`src/rtl/mult32x32_arbiter.sv`:
```
// mult32x32_arbiter
// Two-client round-robin arbiter and sequencer for one shared mult32x32_fast.
// A granted operand pair is latched onto mult_a/mult_b and issued with a
// one-cycle mult_start. The arbiter then waits for mult_busy to fall and
// returns the 64-bit product to the granted client with a one-cycle done
// strobe. A watchdog aborts the operation with resp_err=1 if the multiplier
// never completes.
//
// Ports:
//   clk                       clock, rising edge
//   reset                     asynchronous active-low reset
//   req0_valid, req1_valid    client requests (operands held while valid)
//   req0_a/b, req1_a/b        32-bit operands per client
//   ack0, ack1                one-cycle pulse: that client's operands latched
//   done0, done1              one-cycle pulse: response valid for that client
//   resp_product              64-bit product (0 on watchdog abort)
//   resp_err                  watchdog abort flag, qualified by doneN
//   arb_busy                  high whenever the FSM is not in IDLE
//   mult_start, mult_a/b      drive the multiplier
//   mult_busy, mult_product   from the multiplier
module mult32x32_arbiter #(
  parameter int unsigned WATCHDOG = 16
) (
  input  logic        clk,
  input  logic        reset,
  input  logic        req0_valid,
  input  logic [31:0] req0_a,
  input  logic [31:0] req0_b,
  input  logic        req1_valid,
  input  logic [31:0] req1_a,
  input  logic [31:0] req1_b,
  output logic        ack0,
  output logic        ack1,
  output logic        done0,
  output logic        done1,
  output logic [63:0] resp_product,
  output logic        resp_err,
  output logic        arb_busy,
  output logic        mult_start,
  output logic [31:0] mult_a,
  output logic [31:0] mult_b,
  input  logic        mult_busy,
  input  logic [63:0] mult_product
);

  localparam logic [7:0] WD_LIMIT = 8'(WATCHDOG);

  typedef enum logic [2:0] {
    S_IDLE  = 3'd0,
    S_ISSUE = 3'd1,
    S_ARM   = 3'd2,
    S_WAIT  = 3'd3,
    S_DONE  = 3'd4
  } state_t;

  state_t      state_q, state_d;
  logic        grant_q, grant_d;
  logic        last_grant_q, last_grant_d;
  logic [7:0]  cnt_q, cnt_d;
  logic [31:0] mult_a_q, mult_a_d;
  logic [31:0] mult_b_q, mult_b_d;
  logic        start_q, start_d;
  logic        ack0_q, ack0_d;
  logic        ack1_q, ack1_d;
  logic        done0_q, done0_d;
  logic        done1_q, done1_d;
  logic [63:0] prod_q, prod_d;
  logic        err_q, err_d;
  logic        busy_q, busy_d;

  logic        any_valid_s;
  logic        win1_s;
  logic [7:0]  cnt_inc_s;

  // Round-robin pick: a lone requester wins; on a tie the client that was
  // not granted last time wins.
  always_comb begin
    any_valid_s = req0_valid | req1_valid;
    if (req1_valid && (!req0_valid || !last_grant_q)) begin
      win1_s = 1'b1;
    end else begin
      win1_s = 1'b0;
    end
  end

  // Next-state and next-output computation for the sequencer.
  always_comb begin
    state_d      = state_q;
    grant_d      = grant_q;
    last_grant_d = last_grant_q;
    cnt_d        = cnt_q;
    mult_a_d     = mult_a_q;
    mult_b_d     = mult_b_q;
    prod_d       = prod_q;
    err_d        = err_q;
    start_d      = 1'b0;
    ack0_d       = 1'b0;
    ack1_d       = 1'b0;
    done0_d      = 1'b0;
    done1_d      = 1'b0;
    cnt_inc_s    = cnt_q + 8'd1;

    case (state_q)
      // The edge ending DONE also samples requests so back-to-back grants
      // lose no cycle.
      S_IDLE, S_DONE: begin
        if (any_valid_s) begin
          grant_d      = win1_s;
          last_grant_d = win1_s;
          if (win1_s) begin
            mult_a_d = req1_a;
            mult_b_d = req1_b;
          end else begin
            mult_a_d = req0_a;
            mult_b_d = req0_b;
          end
          ack0_d  = ~win1_s;
          ack1_d  = win1_s;
          start_d = 1'b1;
          state_d = S_ISSUE;
        end else begin
          state_d = S_IDLE;
        end
      end
      S_ISSUE: begin
        state_d = S_ARM;
      end
      // mult_busy is ignored here: the multiplier raises it only after
      // seeing start.
      S_ARM: begin
        cnt_d   = 8'd0;
        state_d = S_WAIT;
      end
      S_WAIT: begin
        if (!mult_busy) begin
          prod_d  = mult_product;
          err_d   = 1'b0;
          done0_d = ~grant_q;
          done1_d = grant_q;
          state_d = S_DONE;
        end else begin
          cnt_d = cnt_inc_s;
          if (cnt_inc_s == WD_LIMIT) begin
            prod_d  = 64'd0;
            err_d   = 1'b1;
            done0_d = ~grant_q;
            done1_d = grant_q;
            state_d = S_DONE;
          end else begin
            state_d = S_WAIT;
          end
        end
      end
      default: begin
        state_d = S_IDLE;
      end
    endcase

    busy_d = (state_d != S_IDLE);
  end

  // State and registered outputs; reset drops any operation in flight.
  always_ff @(posedge clk or negedge reset) begin
    if (!reset) begin
      state_q      <= S_IDLE;
      grant_q      <= 1'b0;
      last_grant_q <= 1'b1;
      cnt_q        <= 8'd0;
      mult_a_q     <= 32'd0;
      mult_b_q     <= 32'd0;
      start_q      <= 1'b0;
      ack0_q       <= 1'b0;
      ack1_q       <= 1'b0;
      done0_q      <= 1'b0;
      done1_q      <= 1'b0;
      prod_q       <= 64'd0;
      err_q        <= 1'b0;
      busy_q       <= 1'b0;
    end else begin
      state_q      <= state_d;
      grant_q      <= grant_d;
      last_grant_q <= last_grant_d;
      cnt_q        <= cnt_d;
      mult_a_q     <= mult_a_d;
      mult_b_q     <= mult_b_d;
      start_q      <= start_d;
      ack0_q       <= ack0_d;
      ack1_q       <= ack1_d;
      done0_q      <= done0_d;
      done1_q      <= done1_d;
      prod_q       <= prod_d;
      err_q        <= err_d;
      busy_q       <= busy_d;
    end
  end

  assign ack0         = ack0_q;
  assign ack1         = ack1_q;
  assign done0        = done0_q;
  assign done1        = done1_q;
  assign resp_product = prod_q;
  assign resp_err     = err_q;
  assign arb_busy     = busy_q;
  assign mult_start   = start_q;
  assign mult_a       = mult_a_q;
  assign mult_b       = mult_b_q;

endmodule
```
`config.mk`:
```
export PLATFORM = sky130hd
export DESIGN_NAME = mult32x32_arbiter
export DESIGN_NICKNAME = d
export VERILOG_FILES = /design/src/rtl/mult32x32_arbiter.sv
export SDC_FILE = /design/constraint.sdc
export NUM_CORES = 1
export LEC_CHECK = 0
export ABC_AREA = 0
export BUFFER_PORTS_ARGS = -buffer_cell sky130_fd_sc_hd__buf_2
export CORE_MARGIN = 2
export CORE_UTILIZATION = 49
export CTS_CLUSTER_DIAMETER = 80
export DETAILED_ROUTE_END_ITERATION = 10
export PLACE_DENSITY = 0.78
export SLEW_MARGIN = 10
export SYNTH_ARGS = -nofsm -noshare
export SYNTH_HDL_FRONTEND = slang
export SYNTH_SLANG_ARGS = --single-unit
```
`constraint.sdc`:
```
create_clock -name clk -period 2.6 [get_ports clk]
set_input_delay 0.39 -clock clk [delete_from_list [all_inputs] [get_ports clk]]
set_output_delay 0.39 -clock clk [all_outputs]
set_load 0.005 [all_outputs]
```
==> summary.txt, run 1 <==
Critical path
  • Critical Path RT: around 2900 ps
  • CP max stage cell: a2111o_2
  • R2R cell count: 5
  • Crit end category: flop
  • CP max stage delay: 620 ps
  • Arrival time at the worst endpoint: between 2000 and 3000 ps
  • CP cell instances: and4_1, a2111o_2, buf_12, a2111oi_0, nor2_1
  • Critical-path maximum fanout: 55
  • CP Class: reg2reg
  • Startpoint Class: flop

CTS
  • Root Driver: clkbuf_16
  • CTS Buf Count: 17
  • PostCTS Resize Cnt: 0
  • Clock transition at path regs: roughly 60 ps
  • Clk sinks: between 100 and 150
  • Clk Latency, worst-skew pair: 420 ps
  • H-tree depth: 4
  • Post-CTS Setup Inserts: 0
  • Cts hold-fix bufs: 1
  • TritonCTS clock tree: done
  • Max Root-Sink Buffers: 2

Detailed routing
  • DR pass1 iterations: 5
  • WL final: 23200 µm
  • Violation count after the first detailed-route iteration: 354
  • DR vias: about 7200
  • Final antenna-violating net count: 0
  • Vias per cell: 5.40
  • # DRC: 0
  • Drt wl/cell: around 17 µm

Global routing
  • Total gr overflow: 0
  • First-pass GRT wire length: 35300 µm
  • GRT Overall Usage: 0.264
  • Vias in the first global route: 6879
  • Antenna violations before repair: 6
  • Largest net degree at the start of global routing: 71

Timing
  • Final setup fails: 0
  • Period minus WS final: 2290 ps
  • Worst Hold Margin: approximately 190 ps
  • Least-Margin Pin Slew: about 930 ps
  • Pins over their slew limit: 0
  • Fin crit share: 0.880
  • Fmax: 437 MHz
  • Slew HR: 0.375
  • Final WS setup: 313 ps
  • Unrepaired setup endpoints after global routing: no
  • Final clock skew: 11.1 ps
  • Setup TNS: 0 ps
  • Final Hold Viols: 0

Cells and area
  • Register Area: roughly 0.0037 mm²
  • Post-layout util: 0.661
  • Layout cells sized above 1: 0.389
  • Footprint of the multi-input gates: about 0.0036 mm²
  • Final Net Count: 1300
  • Area growth from synthesis to layout: 33.0%
  • Fillers: 1308

Floorplanning
  • Rows: 46
  • Die Ht: roughly 130 µm
  • Core area: roughly 0.016 mm²
  • Die X: 130 µm
  • Top Ports: 332
  • Initial Util: 0.497
  • Die ar.: between 0.015 and 0.02 mm²

Synthesis
  • Synth Cell Area: 0.00784 mm²
  • Register bit total from synthesis: 148
  • Net count after synthesis: between 1000 and 1500
  • Cell count after synthesis: 806
  • Mapped Avg Cell Area: 9.73 µm²
  • Cell variety after synth: 38
  • Yosys Warn Count: 0
  • Sequential fraction of the synthesis area: 0.473

Power and ir drop
  • Static leakage: slightly above 5 nW
  • Power Density: ~1000 mW/mm²
  • Peak VDD IR: 0.000500 V

Place
  • Post-DP HPWL: 16000 µm
  • Placement Setup Slack: 328 ps
  • Port Buffer Count: 331
  • GPL Wtd Cong: 0.828

Job
  • Max Cap Viol: 0

Min path
  • Hold path cells: 3
  • Hold crit path type: in2reg

Outcome
  • Status: finished clean
-- stage by stage --
| stage | std cells | total power, mW | cell area, µm² |
|---|---|---|---|
| global route | 1335 | 11.4 | 10400 |
| global placement | 1298 | 7.82 | 9760 |
| CTS | 1331 | 10.7 | 10400 |
| floorplan | 806 | 6.06 | 7840 |
| finish | 1336 | 10.6 | 10400 |
| detailed placement | 1298 | 7.98 | 9760 |
-- final cells by class --
class / count / area share
Timing Repair Buffer: 352 / 0.186
Clock inverter: 12 / 0.0168
Antenna cell: 5 / 0.00120
Clock buffer: 20 / 0.0448
Tap cell: 216 / 0.0259
Multi-Input combinational cell: 518 / 0.347
Inverter: 65 / 0.0234
Sequential cell: 148 / 0.355
-- synth_stat cells (all sizes together) --
library cell  instances  area [µm²]
inv                  65         244
nor2                 71         267
clkbuf               47         176
mux2i               103        1030
dfrtp               147        3680
nand2b                1        6.26
a31oi                 2        12.5
a21o                  2        15.0
a41o                  1        10.0
and3                  3        18.8
a32o                  1        10.0
nand4b                1        8.76
dfstp                 1        26.3
o21ai               117         586
a22oi                26         195
and2                  2        12.5
o31ai                 2        15.0
and3b                 1        8.76
buf                  28         170
nor4                  1        12.5
a2111oi              64         811
a211oi                1        12.5
nand2                97         364
a2111o                1        11.3
a41oi                 1        8.76
nand4                 2        12.5
and4                  1        8.76
a211o                 1        8.76
nand3                 4        20.0
a21boi                1        7.51
ha                    1        12.5
nand3b                1        7.51
a21oi                 5        25.0
nor2b                 4        25.0
-- power by group --
| group | switching, mW | internal [mW] | total [mW] |
|---|---|---|---|
| Clock | 1.00 | 1.68 | 2.69 |
| Combinational | 2.18 | 1.75 | 3.93 |
| Sequential | 0.612 | 3.39 | 4.00 |
-- state kept, by name (all words and copies together), names as in the netlist --
| signal | count |
|---|---|
| arb_busy | 1 |
| state_q | 3 |
| last_grant_q | 1 |
| done0 | 1 |
| resp_err | 1 |
| cnt_q | 8 |
| mult_b | 32 |
| mult_start | 1 |
| ack0 | 1 |
| resp_product | 64 |
| grant_q | 1 |
| mult_a | 32 |
| ack1 | 1 |
| done1 | 1 |
-- cell families after synthesis --
group                    synth area share
AO/OA/AOI/OAI                       0.220
buffers and inverters              0.0753
flip-flops                          0.473
adder cells (fa/ha/maj)           0.00160
multiplexers                        0.132
AND/OR/NAND/NOR                    0.0985
-- per-layer routing --
layer / share of wire / GRT usage
met5: 0.0010 / 0
met4: 0.016 / 0.0826
met3: 0.088 / 0.0932
met2: 0.50 / 0.442
met1: 0.40 / 0.321
-- final timing paths --
check,startpoint,to,slack (ps)
max in group asynchronous,reset,last_grant_q$_DFFE_PN1P_,1420
hold reg to reg,mult_b[21]$_DFFE_PN0P_,mult_b[21]$_DFFE_PN0P_,460
setup / recovery,cnt_q[2]$_DFFE_PN0P_,resp_product[1]$_DFFE_PN0P_,310
hold / removal,req0_b[11],mult_b[11]$_DFFE_PN0P_,190
min in group asynchronous,reset,resp_product[39]$_DFFE_PN0P_,500
setup reg to reg,cnt_q[2]$_DFFE_PN0P_,resp_product[1]$_DFFE_PN0P_,310
-- critical path: cells and delay by family (launching register included) --
kind / cells / cell delay [ps]
AOI/OAI and AO/OA: 2 / 1060
buffers and inverters: 1 / 240
DFF: 1 / 450
and+or+nand+nor: 2 / 360
-- layout by cell type, fill, tap and decap left out, types with 3 or more instances in the layout --
| master | instances |
|---|---|
| o21ai_0 | 116 |
| bufinv_16 | 4 |
| clkinv_2 | 3 |
| dfrtp_1 | 147 |
| a2111oi_0 | 24 |
| nand3_1 | 3 |
| clkbuf_16 | 17 |
| a22oi_1 | 26 |
| nor2b_1 | 4 |
| buf_12 | 9 |
| nor2_1 | 70 |
| inv_1 | 65 |
| buf_2 | 330 |
| nand2_1 | 96 |
| a21oi_1 | 5 |
| diode_2 | 5 |
| clkinvlp_4 | 3 |
| clkbuf_8 | 3 |
| a2111oi_2 | 40 |
| buf_4 | 11 |
| mux2i_1 | 102 |
| and3_1 | 3 |
Power figures use the tool's default switching activity.
==> inputs of run 2 (changes only) <==
--- a/config.mk
+++ b/config.mk
@@ -7,7 +7,6 @@
 export LEC_CHECK = 0
 export ABC_AREA = 0
 export BUFFER_PORTS_ARGS = -buffer_cell sky130_fd_sc_hd__buf_2
-export CORE_MARGIN = 2
 export CORE_UTILIZATION = 49
 export CTS_CLUSTER_DIAMETER = 80
 export DETAILED_ROUTE_END_ITERATION = 10
==> run 2 against run 1 <==
Net effect:
- core utilization grew 1.3 points
- critical path type unchanged
- sequential share of layout area grew 0.090 points
- worst hold slack gained 6.7 ps
- register-to-register slack is essentially flat
- clock skew shrank 5.9 ps
- global-route usage grew 1.3 points
- first-iteration DRC count grew 29%
- die area shrank 3.0%
- critical path depth is the same
==> summary.txt, run 2 (same netlist as run 1, synthesis figures left out) <==
Timing
  • Least-Margin Pin Slew: 738 ps (was 934 ps)
  • Worst Hold Margin: 195 ps (was 188 ps)
  • Pins over their slew limit: 0 (unchanged)
  • Final clock skew: 5.15 ps (was 11.1 ps)
  • Period minus WS final: 2290 ps (about the same)
  • Fmax: 436 MHz (was 437 MHz)
  • Slew HR: 0.508 (was 0.375)
  • Setup TNS: 0 ps (unchanged)
  • Unrepaired setup endpoints after global routing: no (unchanged)
  • Final Hold Viols: 0 (unchanged)
  • Fin crit share: 0.882 (was 0.880)
  • Final setup fails: 0 (unchanged)

Critical path
  • Arrival time at the worst endpoint: 2570 ps (was 2580 ps)
  • Critical Path RT: 2880 ps (was 2890 ps)
  • CP max stage cell: a2111o_2 (unchanged)
  • CP Class: reg2reg (unchanged)
  • Crit end category: flop (unchanged)
  • Critical-path maximum fanout: 45 (was 55)
  • Startpoint Class: flop (unchanged)
  • CP delay by family, top: compound AO/OA/AOI/OAI gates (unchanged)
  • Critical path buffers and inverters: 1 (unchanged)
  • CP max stage delay: 620 ps (about the same)
  • CP cell instances: and4_1, a2111o_2, buf_12, a2111oi_0, nor2_1 (unchanged)

Detailed routing
  • DR vias: 7232 (was 7209)
  • WL final: 22800 µm (was 23200 µm)
  • Vias per cell: 5.43 (was 5.40)
  • # DRC: 0 (unchanged)
  • Final antenna-violating net count: 0 (unchanged)
  • Violation count after the first detailed-route iteration: 455 (was 354)
  • DR pass1 iterations: 6 (was 5)
  • Drt wl/cell: 17.1 µm (was 17.4 µm)

Cells and area
  • Layout cells sized above 1: 0.385 (was 0.389)
  • Fillers: 1280 (was 1308)
  • Post-layout util: 0.674 (was 0.661)
  • Most frequent cells in the layout: buf_2 (330), dfrtp_1 (147), o21ai_0 (116), mux2i_1 (102), nand2_1 (96) (unchanged)
  • Number of flip-flops in the largest register: 64 (unchanged)
  • Most common cell after layout, fill and taps aside: buf_2 (unchanged)
  • Area growth from synthesis to layout: 32.7% (was 33.0%)
  • Final Net Count: 1305 (was 1300)

Global routing
  • GRT Overall Usage: 0.277 (was 0.264)
  • Largest net degree at the start of global routing: 60 (was 71)
  • Total gr overflow: 0 (unchanged)
  • Grt met3 use: 0.0956 (was 0.0932)
  • Met2 Use GR: 0.462 (was 0.442)
  • Met1 usage: 0.330 (was 0.321)
  • First-pass GRT wire length: 35500 µm (was 35300 µm)
  • Antenna violations before repair: 3 (was 6)
  • Most Crowded Layer GR: met2 (unchanged)
  • Vias in the first global route: 6860 (was 6879)

Outcome
  • Status: finished clean (unchanged)

CTS
  • CTS Buf Count: 17 (unchanged)
  • PostCTS Resize Cnt: 0 (unchanged)
  • Cts hold-fix bufs: 1 (unchanged)
  • Post-CTS Setup Inserts: 0 (unchanged)
  • Clock transition at path regs: 60 ps (about the same)
  • Root Driver: clkbuf_16 (unchanged)
  • Max Root-Sink Buffers: 2 (unchanged)
  • TritonCTS clock tree: done (unchanged)
  • Clk Latency, worst-skew pair: 410 ps (was 420 ps)
  • H-tree depth: 4 (unchanged)
  • Clk sinks: 148 (unchanged)

Power and ir drop
  • Power Density: 1000 mW/mm² (was 1020 mW/mm²)
  • Static leakage: 5.10 nW (about the same)
  • Peak VDD IR: 0.000565 V (was 0.000500 V)

Floorplanning
  • Rows: 45 (was 46)
  • Initial Util: 0.508 (was 0.497)
  • Core area: 0.0154 mm² (was 0.0158 mm²)
  • Top Ports: 332 (unchanged)
  • Die Ht: 128 µm (was 130 µm)
  • Die ar.: 0.0165 mm² (was 0.0170 mm²)
  • Die X: 128 µm (was 130 µm)

Place
  • GPL Wtd Cong: 0.817 (was 0.828)
  • Port Buffer Count: 331 (unchanged)
  • Post-DP HPWL: 15800 µm (was 16000 µm)

Job
  • Max Cap Viol: 0 (unchanged)

Min path
  • Hold crit path type: in2reg (unchanged)
==> run 2: cell types whose count changed in the layout (fill, tap and decap cells not counted), sizes merged <==
cell / delta
bufinv: -2
diode: -3
inv: -2
clkbuf: +6
clkinvlp: -3
buf: +5
==> run 2: through the flow <==
stage | cell area [µm²] | std cells | power [mW] | worst slack, ps
2_1_floorplan | 7840 | 806 | 6.06 | 672
3_3_place_gp | 9830 | 1298 | 7.93 | 385
3_5_place_dp | 9830 | 1298 | 8.08 | 371
4_1_cts | 10400 | 1330 | 10.5 | 353
5_1_grt | 10400 | 1332 | 11.2 | 94.0
6_report | 10400 | 1332 | 10.4 | 307
==> run 2: final cells by class <==
cell class                 count  area (µm²)  share of cell area
clock buffer                  26         479              0.0461
inverter                      65         244              0.0235
tap                          211         264              0.0254
clock inverter                 5        75.1             0.00722
timing repair buffer         357        2010               0.193
multi-input combinational    518        3620               0.348
sequential                   148        3700               0.356
antenna                        2        5.00            0.000481
==> run 2: metal layers <==
metal / vias to the layer above / share of wire
li1: 3451 / -
met1: 3446 / 0.40
met2: 299 / 0.49
met3: 34 / 0.087
met4: 2 / 0.020
met5: - / 0.00079
==> run 2: power breakdown <==
part / switching (mW) / leakage, nW / internal [mW]
Combinational: 2.19 / 3.02 / 1.84
Clock: 0.908 / 0.272 / 1.46
Sequential: 0.612 / 1.81 / 3.39
Total: 3.71 / 5.10 / 6.69
==> run 2: worst min-delay path, stage by stage <==
cell	delay [ps]
buf_2	70
a22oi_1	50
nand2_1	60
==> run 2: final timing paths <==
path	slack, ps	startpoint	to	depth (start not counted)
max	310	cnt_q[2]$_DFFE_PN0P_	resp_product[22]$_DFFE_PN0P_	5
min	190	req0_a[30]	mult_a[30]$_DFFE_PN0P_	3
max reg2reg	310	cnt_q[2]$_DFFE_PN0P_	resp_product[22]$_DFFE_PN0P_	5
min reg2reg	460	mult_a[30]$_DFFE_PN0P_	mult_a[30]$_DFFE_PN0P_	2
max in group asynchronous	1350	reset	last_grant_q$_DFFE_PN1P_	3
min in group asynchronous	530	reset	resp_product[25]$_DFFE_PN0P_	2
==> inputs of run 3 (changes only) <==
--- a/config.mk
+++ b/config.mk
@@ -7,9 +7,12 @@
 export LEC_CHECK = 0
 export ABC_AREA = 0
 export BUFFER_PORTS_ARGS = -buffer_cell sky130_fd_sc_hd__buf_2
-export CORE_UTILIZATION = 49
+export CELL_PAD_IN_SITES_DETAIL_PLACEMENT = 0
+export CELL_PAD_IN_SITES_GLOBAL_PLACEMENT = 1
+export CORE_UTILIZATION = 36
 export CTS_CLUSTER_DIAMETER = 80
 export DETAILED_ROUTE_END_ITERATION = 10
+export GPL_ROUTABILITY_DRIVEN = 0
 export PLACE_DENSITY = 0.78
 export SLEW_MARGIN = 10
 export SYNTH_ARGS = -nofsm -noshare
==> run 3 against run 2 <==
Net effect:
- first-iteration DRC count fell by 28%
- worst setup slack improved by 140 ps
- maximum frequency rose by 6.5%
- design area rose by 0.66%
- wire length rose by 7.3%
- sequential share of layout area fell by 0.23 points
- clock power rose by 11%
- sequential power barely moved
- highest routed layer unchanged
- final cell count rose by 4.5%
- combinational power fell by 3%
==> summary.txt, run 3 (same netlist as run 1, synthesis figures left out) <==
Timing
  • Fmax: 465 MHz (was 436 MHz)
  • Slew HR: 0.499 (was 0.508)
  • Pins over their slew limit: 0 (unchanged)
  • Final setup fails: 0 (unchanged)
  • Final clock skew: 12.8 ps (was 5.15 ps)
  • Period minus WS final: 2150 ps (was 2290 ps)
  • Unrepaired setup endpoints after global routing: no (unchanged)
  • Fin crit share: 0.828 (was 0.882)
  • Final Hold Viols: 0 (unchanged)
  • Least-Margin Pin Slew: 751 ps (was 738 ps)
  • Setup TNS: 0 ps (unchanged)

Global routing
  • Vias in the first global route: 6970 (was 6860)
  • First-pass GRT wire length: 37900 µm (was 35500 µm)
  • Antenna violations before repair: 6 (was 3)
  • Largest net degree at the start of global routing: 103 (was 60)
  • GRT Overall Usage: 0.218 (was 0.277)
  • Total gr overflow: 0 (unchanged)

Detailed routing
  • # DRC: 0 (unchanged)
  • Vias per cell: 5.10 (was 5.43)
  • Final antenna-violating net count: 0 (unchanged)
  • Drt wl/cell: 17.6 µm (was 17.1 µm)
  • DR pass1 iterations: 5 (was 6)
  • DR vias: 7101 (was 7232)
  • WL final: 24400 µm (was 22800 µm)
  • Violation count after the first detailed-route iteration: 327 (was 455)

CTS
  • Post-CTS Setup Inserts: 0 (unchanged)
  • Root Driver: clkbuf_16 (unchanged)
  • H-tree depth: 4 (unchanged)
  • TritonCTS clock tree: done (unchanged)
  • Clk sinks: 148 (unchanged)
  • CTS Buf Count: 17 (unchanged)
  • Clock transition at path regs: 70 ps (was 60 ps)
  • Clk Latency, worst-skew pair: 420 ps (was 410 ps)
  • Max Root-Sink Buffers: 2 (unchanged)

Power and ir drop
  • Peak VDD IR: 0.000491 V (was 0.000565 V)
  • Power Density: 1000 mW/mm² (about the same)
  • Static leakage: 5.08 nW (was 5.10 nW)

Cells and area
  • Layout cells sized above 1: 0.389 (was 0.385)
  • Most common cell after layout, fill and taps aside: buf_2 (unchanged)
  • Finished Layout Cells: 1392 (was 1332)
  • Register Area: 0.00370 mm² (unchanged)
  • Number of flip-flops in the largest register: 64 (unchanged)
  • Most frequent cells in the layout: buf_2 (330), dfrtp_1 (147), o21ai_0 (116), mux2i_1 (102), nand2_1 (96) (unchanged)
  • Fillers: 2043 (was 1280)
  • Post-layout util: 0.495 (was 0.674)
  • Footprint of the multi-input gates: 0.00362 mm² (unchanged)
  • Final Net Count: 1299 (was 1305)
  • Area growth from synthesis to layout: 33.6% (was 32.7%)

Min path
  • Hold Crit Start: req0_b[10] (was req0_a[30])
  • Hold crit path type: in2reg (unchanged)
  • WHS Endpoint: mult_b[10]$_DFFE_PN0P_ (was mult_a[30]$_DFFE_PN0P_)
  • Hold path cells: 3 (unchanged)

Critical path
  • R2R cell count: 5 (unchanged)
  • CP Class: reg2reg (unchanged)
  • Worst reg2reg endpoint: resp_product[2]$_DFFE_PN0P_ (was resp_product[22]$_DFFE_PN0P_)
  • Startpoint Class: flop (unchanged)
  • Arrival time at the worst endpoint: 2450 ps (was 2570 ps)
  • Worst R2R Start: cnt_q[0]$_DFFE_PN0P_ (was cnt_q[2]$_DFFE_PN0P_)
  • Critical-path maximum fanout: 54 (was 45)
  • Reg-to-reg setup timing slack: 450 ps (was 310 ps)
  • Critical Path RT: 2890 ps (was 2880 ps)
  • Crit end category: flop (unchanged)

Floorplanning
  • Die X: 150 µm (was 128 µm)
  • Rows: 53 (was 45)
  • Top Ports: 332 (unchanged)
  • Die ar.: 0.0224 mm² (was 0.0165 mm²)
  • Core area: 0.0212 mm² (was 0.0154 mm²)
  • Initial Util: 0.371 (was 0.508)
  • Die Ht: 150 µm (was 128 µm)

Outcome
  • Status: finished clean (unchanged)

Place
  • Port Buffer Count: 331 (unchanged)
  • Post-DP HPWL: 16500 µm (was 15800 µm)
  • Cells after DPL: 1356 (was 1298)

Job
  • Max Cap Viol: 0 (unchanged)
## run 3: repair_timing
| item | in CTS | in global routing |
|---|---|---|
| gates resized for setup | 0 | 0 |
| setup endpoints to repair | 0 | 0 |
| hold buffers | 1 | 0 |
| hold endpoints to repair | 34 | 0 |
## run 3: worst max-delay path, stage by stage (launching register included)
cell,delay [ps]
dfrtp_1,410
and4_1,300
a2111o_2,530
buf_12,240
a2111oi_0,440
nor2_1,100
## run 3: area by class of cell
type | instances | area share
sequential | 148 | 0.354
multi-input combinational | 518 | 0.346
timing repair buffer | 351 | 0.184
clock buffer | 19 | 0.0433
tap | 275 | 0.0329
inverter | 65 | 0.0233
clock inverter | 13 | 0.0163
antenna | 3 | 0.000717
## run 3: where the power goes
| part | internal, mW | switching [mW] | total (mW) |
|---|---|---|---|
| clock | 1.57 | 1.05 | 2.62 |
| sequential | 3.39 | 0.592 | 3.98 |
| combinational | 1.75 | 2.16 | 3.92 |
## run 3: routing by layer
metal | track usage | up-vias | wire length [µm]
met5 | 0 | - | 35
met4 | 0.0617 | 6 | 293
met3 | 0.0765 | 21 | 2150
met2 | 0.350 | 250 | 11600
met1 | 0.275 | 3389 | 10400
li1 | - | 3435 | -
## run 3: worst max path at each step
stage	start	endpoint	slack [ps]	cells after the start
final	cnt_q[0]$_DFFE_PN0P_	resp_product[2]$_DFFE_PN0P_	450	5
after global routing	cnt_q[2]$_DFFE_PN0P_	resp_product[5]$_DFFE_PN0P_	260	5
after CTS	cnt_q[2]$_DFFE_PN0P_	resp_product[17]$_DFFE_PN0P_	470	5
after detailed placement	cnt_q[2]$_DFFE_PN0P_	resp_product[17]$_DFFE_PN0P_	460	5
after global placement	cnt_q[2]$_DFFE_PN0P_	resp_product[15]$_DFFE_PN0P_	500	5
after floorplan	cnt_q[0]$_DFFE_PN0P_	resp_product[23]$_DFFE_PN0P_	670	7
## run 3: stage by stage
| step | power, mW | hold slack, ps | setup slack, ps | cell area (µm²) |
|---|---|---|---|---|
| final | 10.5 | 180 | 448 | 10500 |
| after global routing | 11.4 | 177 | 264 | 10500 |
| after CTS | 10.7 | 164 | 469 | 10500 |
| after detailed placement | 7.99 | 337 | 462 | 9830 |
| after global placement | 7.90 | 336 | 504 | 9830 |
| after floorplan | 6.06 | 94.4 | 672 | 7840 |
